## src/rtl/seg7_scan_ctrl_pkg.sv

```systemverilog
// Shared constants for the 8-digit 7-segment scan controller:
// digit count, SEG bit positions and active-high gfedcba hex glyphs.
package seg7_scan_ctrl_pkg;

    localparam int NUM_DIGITS = 8;

    localparam int SEG_DP = 7;
    localparam int SEG_G  = 6;
    localparam int SEG_F  = 5;
    localparam int SEG_E  = 4;
    localparam int SEG_D  = 3;
    localparam int SEG_C  = 2;
    localparam int SEG_B  = 1;
    localparam int SEG_A  = 0;

    localparam logic [6:0] GLYPH_0 = 7'h3F;
    localparam logic [6:0] GLYPH_1 = 7'h06;
    localparam logic [6:0] GLYPH_2 = 7'h5B;
    localparam logic [6:0] GLYPH_3 = 7'h4F;
    localparam logic [6:0] GLYPH_4 = 7'h66;
    localparam logic [6:0] GLYPH_5 = 7'h6D;
    localparam logic [6:0] GLYPH_6 = 7'h7D;
    localparam logic [6:0] GLYPH_7 = 7'h07;
    localparam logic [6:0] GLYPH_8 = 7'h7F;
    localparam logic [6:0] GLYPH_9 = 7'h6F;
    localparam logic [6:0] GLYPH_A = 7'h77;
    localparam logic [6:0] GLYPH_B = 7'h7C;
    localparam logic [6:0] GLYPH_C = 7'h39;
    localparam logic [6:0] GLYPH_D = 7'h5E;
    localparam logic [6:0] GLYPH_E = 7'h79;
    localparam logic [6:0] GLYPH_F = 7'h71;

endpackage

```

## src/rtl/seg7_scan_ctrl_hex_decode.sv

```systemverilog
// Combinational hex-to-glyph decoder, active-high gfedcba.
module seg7_hex_decode
    import seg7_scan_ctrl_pkg::*;
(
    input  logic [3:0] hex,
    output logic [6:0] glyph
);

    always_comb begin
        glyph = GLYPH_0;
        case (hex)
            4'h0: glyph = GLYPH_0;
            4'h1: glyph = GLYPH_1;
            4'h2: glyph = GLYPH_2;
            4'h3: glyph = GLYPH_3;
            4'h4: glyph = GLYPH_4;
            4'h5: glyph = GLYPH_5;
            4'h6: glyph = GLYPH_6;
            4'h7: glyph = GLYPH_7;
            4'h8: glyph = GLYPH_8;
            4'h9: glyph = GLYPH_9;
            4'hA: glyph = GLYPH_A;
            4'hB: glyph = GLYPH_B;
            4'hC: glyph = GLYPH_C;
            4'hD: glyph = GLYPH_D;
            4'hE: glyph = GLYPH_E;
            4'hF: glyph = GLYPH_F;
            default: glyph = GLYPH_0;
        endcase
    end

endmodule

```

## src/rtl/seg7_scan_ctrl.sv

```systemverilog
// Time-multiplexed 8-digit scan controller with blanking and a
// frame-synchronous shadow load so the display never tears.
module seg7_scan_ctrl
    import seg7_scan_ctrl_pkg::*;
#(
    parameter int SCAN_DIV  = 100000,
    parameter int BLANK_CYC = 1000
) (
    input  logic        CLK100MHZ,
    input  logic        CPU_RESETN,
    input  logic        LOAD_REQ,
    input  logic [31:0] DATA_IN,
    input  logic [7:0]  DP_IN,
    input  logic [7:0]  EN_IN,
    output logic        LOAD_BUSY,
    output logic        LOAD_ACK,
    output logic        FRAME_TICK,
    output logic [7:0]  SEG,
    output logic [7:0]  AN
);

    localparam int DIV_W = (SCAN_DIV > 1) ? $clog2(SCAN_DIV) : 1;
    localparam logic [DIV_W-1:0] DIV_LAST  = DIV_W'(SCAN_DIV - 1);
    localparam logic [DIV_W-1:0] BLANK_END = DIV_W'(BLANK_CYC);

    logic [DIV_W-1:0] div;
    logic [2:0]       idx;

    logic [NUM_DIGITS-1:0][3:0] shadow_hex, active_hex;
    logic [NUM_DIGITS-1:0]      shadow_dp, active_dp;
    logic [NUM_DIGITS-1:0]      shadow_en, active_en;
    logic                       pending;

    logic       slot_end, boundary, commit, capture;
    logic [6:0] glyph;
    logic [7:0] an_nxt, seg_nxt;

    assign slot_end = (div == DIV_LAST);
    assign boundary = slot_end && (idx == 3'd7);
    assign commit   = boundary && pending;
    // A commit cycle never captures, so a request landing there waits a frame.
    assign capture  = LOAD_REQ && !pending && !commit;

    always_ff @(posedge CLK100MHZ) begin
        if (!CPU_RESETN) begin
            div <= '0;
            idx <= '0;
        end else if (slot_end) begin
            div <= '0;
            idx <= idx + 3'd1;
        end else begin
            div <= div + DIV_W'(1);
        end
    end

    always_ff @(posedge CLK100MHZ) begin
        if (!CPU_RESETN) begin
            shadow_hex <= '0;
            shadow_dp  <= '0;
            shadow_en  <= '0;
            active_hex <= '0;
            active_dp  <= '0;
            active_en  <= '0;
            pending    <= 1'b0;
            LOAD_ACK   <= 1'b0;
            FRAME_TICK <= 1'b0;
        end else begin
            if (capture) begin
                shadow_hex <= DATA_IN;
                shadow_dp  <= DP_IN;
                shadow_en  <= EN_IN;
                pending    <= 1'b1;
            end else if (commit) begin
                active_hex <= shadow_hex;
                active_dp  <= shadow_dp;
                active_en  <= shadow_en;
                pending    <= 1'b0;
            end
            LOAD_ACK   <= commit;
            FRAME_TICK <= boundary;
        end
    end

    assign LOAD_BUSY = pending;

    seg7_hex_decode u_decode (
        .hex   (active_hex[idx]),
        .glyph (glyph)
    );

    always_comb begin
        an_nxt  = 8'hFF;
        seg_nxt = 8'hFF;
        if (div >= BLANK_END && active_en[idx]) begin
            an_nxt                = ~(8'h01 << idx);
            seg_nxt[SEG_DP]       = ~active_dp[idx];
            seg_nxt[SEG_G:SEG_A]  = ~glyph;
        end
    end

    always_ff @(posedge CLK100MHZ) begin
        if (!CPU_RESETN) begin
            AN  <= 8'hFF;
            SEG <= 8'hFF;
        end else begin
            AN  <= an_nxt;
            SEG <= seg_nxt;
        end
    end

endmodule

```

## config.mk

```make
export PLATFORM = sky130hd
export DESIGN_NAME = seg7_scan_ctrl
export DESIGN_NICKNAME = d
export VERILOG_FILES = /design/src/rtl/seg7_scan_ctrl_pkg.sv /design/src/rtl/seg7_scan_ctrl_hex_decode.sv /design/src/rtl/seg7_scan_ctrl.sv
export SDC_FILE = /design/constraint.sdc
export NUM_CORES = 1
export LEC_CHECK = 0
export CORE_UTILIZATION = 55
export CTS_CLUSTER_DIAMETER = 150
export DETAILED_ROUTE_END_ITERATION = 8
export PLACE_DENSITY = 0.81
export SLEW_MARGIN = 10
export SYNTH_ARGS = -nofsm -noshare
export SYNTH_HDL_FRONTEND = slang
export SYNTH_SLANG_ARGS = --single-unit
export TNS_END_PERCENT = 30
```

## constraint.sdc

```tcl
create_clock -name CLK100MHZ -period 3.8 [get_ports CLK100MHZ]
set_input_delay 0.76 -clock CLK100MHZ [delete_from_list [all_inputs] [get_ports CLK100MHZ]]
set_output_delay 0.76 -clock CLK100MHZ [all_outputs]
set_load 0.05 [all_outputs]
```

==> metrics.log <==
[metrics] run status: finished, final reports clean
[metrics] Data required, critical path: between 3 and 4 ns
[metrics] Compound-Gate Fraction of Synth Area: 8.90%
[metrics] number of remaining DRC errors: 0
[metrics] global-route wire length before repair: approximately 19,000 um
[metrics] number of buffers inserted by hold repair at cts: 0
[metrics] cell breakdown of the critical path: clkdlybuf4s50_1
[metrics] highest clock rate: about 0.37 GHz
[metrics] worst-case clock buffer depth: 2
[metrics] data arrival at the endpoint of the critical path: ~1.9 ns
[metrics] mux cell area share after synthesis: between 10% and 20%
[metrics] Area growth, synth to finish: 23.1%
[metrics] top library cells by usage in the layout, fill and taps aside: sky130_fd_sc_hd__dfxtp_1, sky130_fd_sc_hd__nand2_1, sky130_fd_sc_hd__clkdlybuf4s50_1
[metrics] Placed Area: 6360 um2
[metrics] path class of the lowest-slack min-delay path: flop to flop
[metrics] post-synthesis adder-cell area fraction: between 3 and 4%
[metrics] family with the most delay on the worst path: buffers and inverters
[metrics] clock tree root driver cell: sky130_fd_sc_hd__clkbuf_8
[metrics] slew at the pin closest to its max-slew limit: about 0.89 ns
[metrics] Max rail drop VDD: roughly 0.00028 V
[metrics] met3 track demand over resource in global routing: 5.08%
[metrics] type of the setup path with the least slack: flop to primary output
[metrics] main combinational cell family by area after synthesis: simple AND/OR/NAND/NOR gates
[metrics] number of antenna cells inserted: 0
[metrics] maximum cell stage delay along the critical path: 0.88 ns
[metrics] final critical path time including I/O delays and setup: around 2.7 ns
[metrics] Critical-path top delay cell: sky130_fd_sc_hd__clkdlybuf4s50_1
[metrics] reg-to-reg critical path endpoint: SEG[3]
[metrics] Vias: 4,116
[metrics] xor/xnor cell area share of the yosys netlist: 2.49%
[metrics] worst hold start: shadow_hex[23]
[metrics] design area: just under 7000 um2
[metrics] yosys warns: 0
[metrics] Overflow after GRT: 0
[metrics] Die Area: ~11,000 um2
[metrics] Static Leakage: ~2.9 nW
[metrics] largest net degree at the start of global routing: between 100 and 150
[metrics] via-per-instance ratio: approximately 5.3
[metrics] Post-DRT Antenna Nets: 0
[metrics] worst hold stages: 2
[metrics] Fin. Hold Viols: 0
[metrics] net count of the mapped netlist: 637
[metrics] Worst-path clk slew: approximately 0.060 ns
[metrics] grt met1 use: between 20% and 30%
[metrics] Worst-Skew Late Latency: 0.52 ns
[metrics] TritonCTS clock tree: built
[metrics] most common cell after layout, fill and taps aside: sky130_fd_sc_hd__dfxtp_1
[metrics] combined global-route utilization of all metal layers: a little under a quarter
[metrics] Max Transition Viols Final: 0
[metrics] weighted congestion reported at the end of routability-driven placement: ~0.84
[metrics] met2 capacity usage during global routing: approximately 42%
[metrics] # Post-CTS Setup Buffers: 0
[metrics] HPWL Detailed: ~7500 um
[metrics] post-synthesis average cell area: slightly below 10 um2
[metrics] drt wl/cell: roughly 15 um
[metrics] startpoint kind of the worst setup timing path: flop
[metrics] Initial DRT Pass Iterations: 5
[metrics] initial cell density of the core: between 50% and 60%
[metrics] primary flip-flop cell chosen by synthesis mapping: sky130_fd_sc_hd__dfxtp_1
[metrics] total of cells resized after clock tree synthesis: 0
[metrics] fraction of layout cells with a size suffix above 1: a little under a tenth
[metrics] Worst R2R Setup Slack: between 1 and 1.5 ns
[metrics] sequential-to-total area share from yosys stat: between 40% and 50%
[metrics] Crit. End Element: primary output
[metrics] number of antenna violations at the first check in global routing: 0
[metrics] top-level port count: 70
[metrics] Core Box Area: ~10000 um2
[metrics] unrepaired setup endpoints after global routing: no
[metrics] maximum level of the CTS H-tree: 4
[metrics] gate count after technology mapping: 572
[metrics] maximum fanout encountered on the critical timing path: 6
[metrics] final-stage net count: a little under 700
[metrics] number of buffers added on ports: around 70
[metrics] number of distinct library cell variants in the gate-level netlist after synthesis: 43
[metrics] number of placement rows: 36
[metrics] via count of the first global-routing pass: approximately 4,000
[metrics] number of cells on the worst reg-to-reg path: 9
[metrics] hold worst-path end: shadow_hex[23]
[metrics] height of the chip: 103 um
[metrics] cell area after technology mapping: around 5600 um2
[metrics] sum of negative setup slack: 0 ns
[metrics] initial DRC count: between 150 and 200
[metrics] origin of the critical flop-to-flop path: idx[0]
[metrics] post-synthesis async set-or-reset flop share: 0%
[metrics] headroom to the max-slew limit: about 41%
[metrics] CTS sink cnt: about 140
[metrics] Inserted Clock Buffers: 17
[metrics] post-synthesis share of cell area spent on and, or, nand and nor gates: about 20%
[metrics] areal power density over the cells: between 400 and 500 nW/um2
[metrics] die extent in x: just over 100 um
[metrics] number of flops mapped to enable cells by yosys: 0
[metrics] final period utilization: 70.6%
[metrics] CP Buf/Inv Count: 1
[metrics] synthesis-stage register bit count: between 100 and 150
[metrics] max-capacitance violation count: 0
[metrics] GR peak layer: met2
[metrics] final worst clock skew: approximately 0.010 ns
[metrics] Setup-failing EPs final: 0
[metrics] final routed wirelength across all metal layers: around 12,000 um
logic make-up (layout without fill, tap and decap cells):
logic type / count (synthesis) / in the layout
simple gates: 229 / 229
flops: 135 / 135
compound gates: 68 / 68
mux: 65 / 65
buf+inv: 45 / 117
xor+xnor: 16 / 16
fa+ha+maj: 14 / 14
state kept, by name, indices dropped and copies added (netlist names), 8 cells and up:
register,cells
AN,8
SEG,8
active_dp,8
active_en,8
active_hex,32
div,17
shadow_dp,8
shadow_en,8
shadow_hex,32
worst max-delay path by stage:
stage	depth (start not counted)	slack (ns)	from	endpoint
6_report	1	1.12	LOAD_BUSY	LOAD_BUSY
5_1_grt	9	0.91	idx[0]	SEG[3]
4_1_cts	1	1.10	LOAD_BUSY	LOAD_BUSY
3_5_place_dp	9	1.20	idx[0]	SEG[3]
3_3_place_gp	9	1.32	idx[0]	SEG[3]
2_1_floorplan	10	1.59	idx[0]	SEG[3]
per-stage QoR:
| step | utilization (%) | instances | hold WS (ns) | total power, W | worst slack, ns |
|---|---|---|---|---|---|
| global route | 70.5 | 777 | 0.482 | 0.00325 | 0.906 |
| detailed placement | 64.8 | 745 | 0.456 | 0.00165 | 1.20 |
| floorplan | - | 572 | 0.430 | 0.00157 | 1.59 |
| finish | 70.5 | 777 | 0.465 | 0.00315 | 1.12 |
| CTS | 70.5 | 777 | 0.466 | 0.00317 | 1.10 |
| global placement | 64.8 | 745 | 0.444 | 0.00164 | 1.32 |
power breakdown:
| part | internal, W | switching, W |
|---|---|---|
| logic | 0.0000825 | 0.0000676 |
| clock network | 0.000884 | 0.000647 |
| registers | 0.00145 | 0.0000201 |
| total | 0.00241 | 0.000735 |
synthesized netlist by cell type, types with 2 or more instances:
| cell type | number | area, um2 |
|---|---|---|
| sky130_fd_sc_hd__a211oi_1 | 2 | 15.0 |
| sky130_fd_sc_hd__a21boi_0 | 49 | 368 |
| sky130_fd_sc_hd__a21oi_1 | 4 | 20.0 |
| sky130_fd_sc_hd__and2_1 | 5 | 31.3 |
| sky130_fd_sc_hd__and3_1 | 2 | 12.5 |
| sky130_fd_sc_hd__and4_1 | 5 | 43.8 |
| sky130_fd_sc_hd__buf_1 | 3 | 11.3 |
| sky130_fd_sc_hd__buf_2 | 6 | 30.0 |
| sky130_fd_sc_hd__buf_4 | 2 | 15.0 |
| sky130_fd_sc_hd__buf_6 | 2 | 22.5 |
| sky130_fd_sc_hd__clkbuf_1 | 21 | 78.8 |
| sky130_fd_sc_hd__dfxtp_1 | 135 | 2700 |
| sky130_fd_sc_hd__ha_1 | 14 | 175 |
| sky130_fd_sc_hd__inv_1 | 11 | 41.3 |
| sky130_fd_sc_hd__mux2_2 | 3 | 33.8 |
| sky130_fd_sc_hd__mux2i_1 | 49 | 490 |
| sky130_fd_sc_hd__mux4_2 | 12 | 270 |
| sky130_fd_sc_hd__nand2_1 | 117 | 439 |
| sky130_fd_sc_hd__nand2b_1 | 3 | 18.8 |
| sky130_fd_sc_hd__nand3_1 | 10 | 50.1 |
| sky130_fd_sc_hd__nand4_1 | 4 | 25.0 |
| sky130_fd_sc_hd__nor2_1 | 22 | 82.6 |
| sky130_fd_sc_hd__nor2b_1 | 50 | 313 |
| sky130_fd_sc_hd__nor3_1 | 3 | 15.0 |
| sky130_fd_sc_hd__o211a_1 | 2 | 20.0 |
| sky130_fd_sc_hd__o211ai_1 | 4 | 30.0 |
| sky130_fd_sc_hd__o21ai_0 | 2 | 10.0 |
| sky130_fd_sc_hd__xnor2_1 | 8 | 70.1 |
| sky130_fd_sc_hd__xor2_1 | 8 | 70.1 |
layout make-up:
| class | instances | area [um2] |
|---|---|---|
| Fill cell | 785 | 2900 |
| Inverter | 11 | 41.3 |
| Sequential cell | 135 | 2700 |
| Clock buffer | 18 | 418 |
| Multi-Input combinational cell | 392 | 2730 |
| Tap cell | 133 | 166 |
| Timing Repair Buffer | 74 | 723 |
| Clock inverter | 14 | 139 |
worst min-delay path: stages, from the launching register on:
cell	delay, ns
sky130_fd_sc_hd__dfxtp_1	0.31
sky130_fd_sc_hd__nand2_1	0.05
sky130_fd_sc_hd__a21boi_0	0.06
layer usage:
layer  part of all wire [%]  wire length (um)
met4                    1.5               180
met5                      0                 0
met1                     42              4930
met2                     52              6050
met3                    4.4               511
Power figures use the tool's default switching activity.
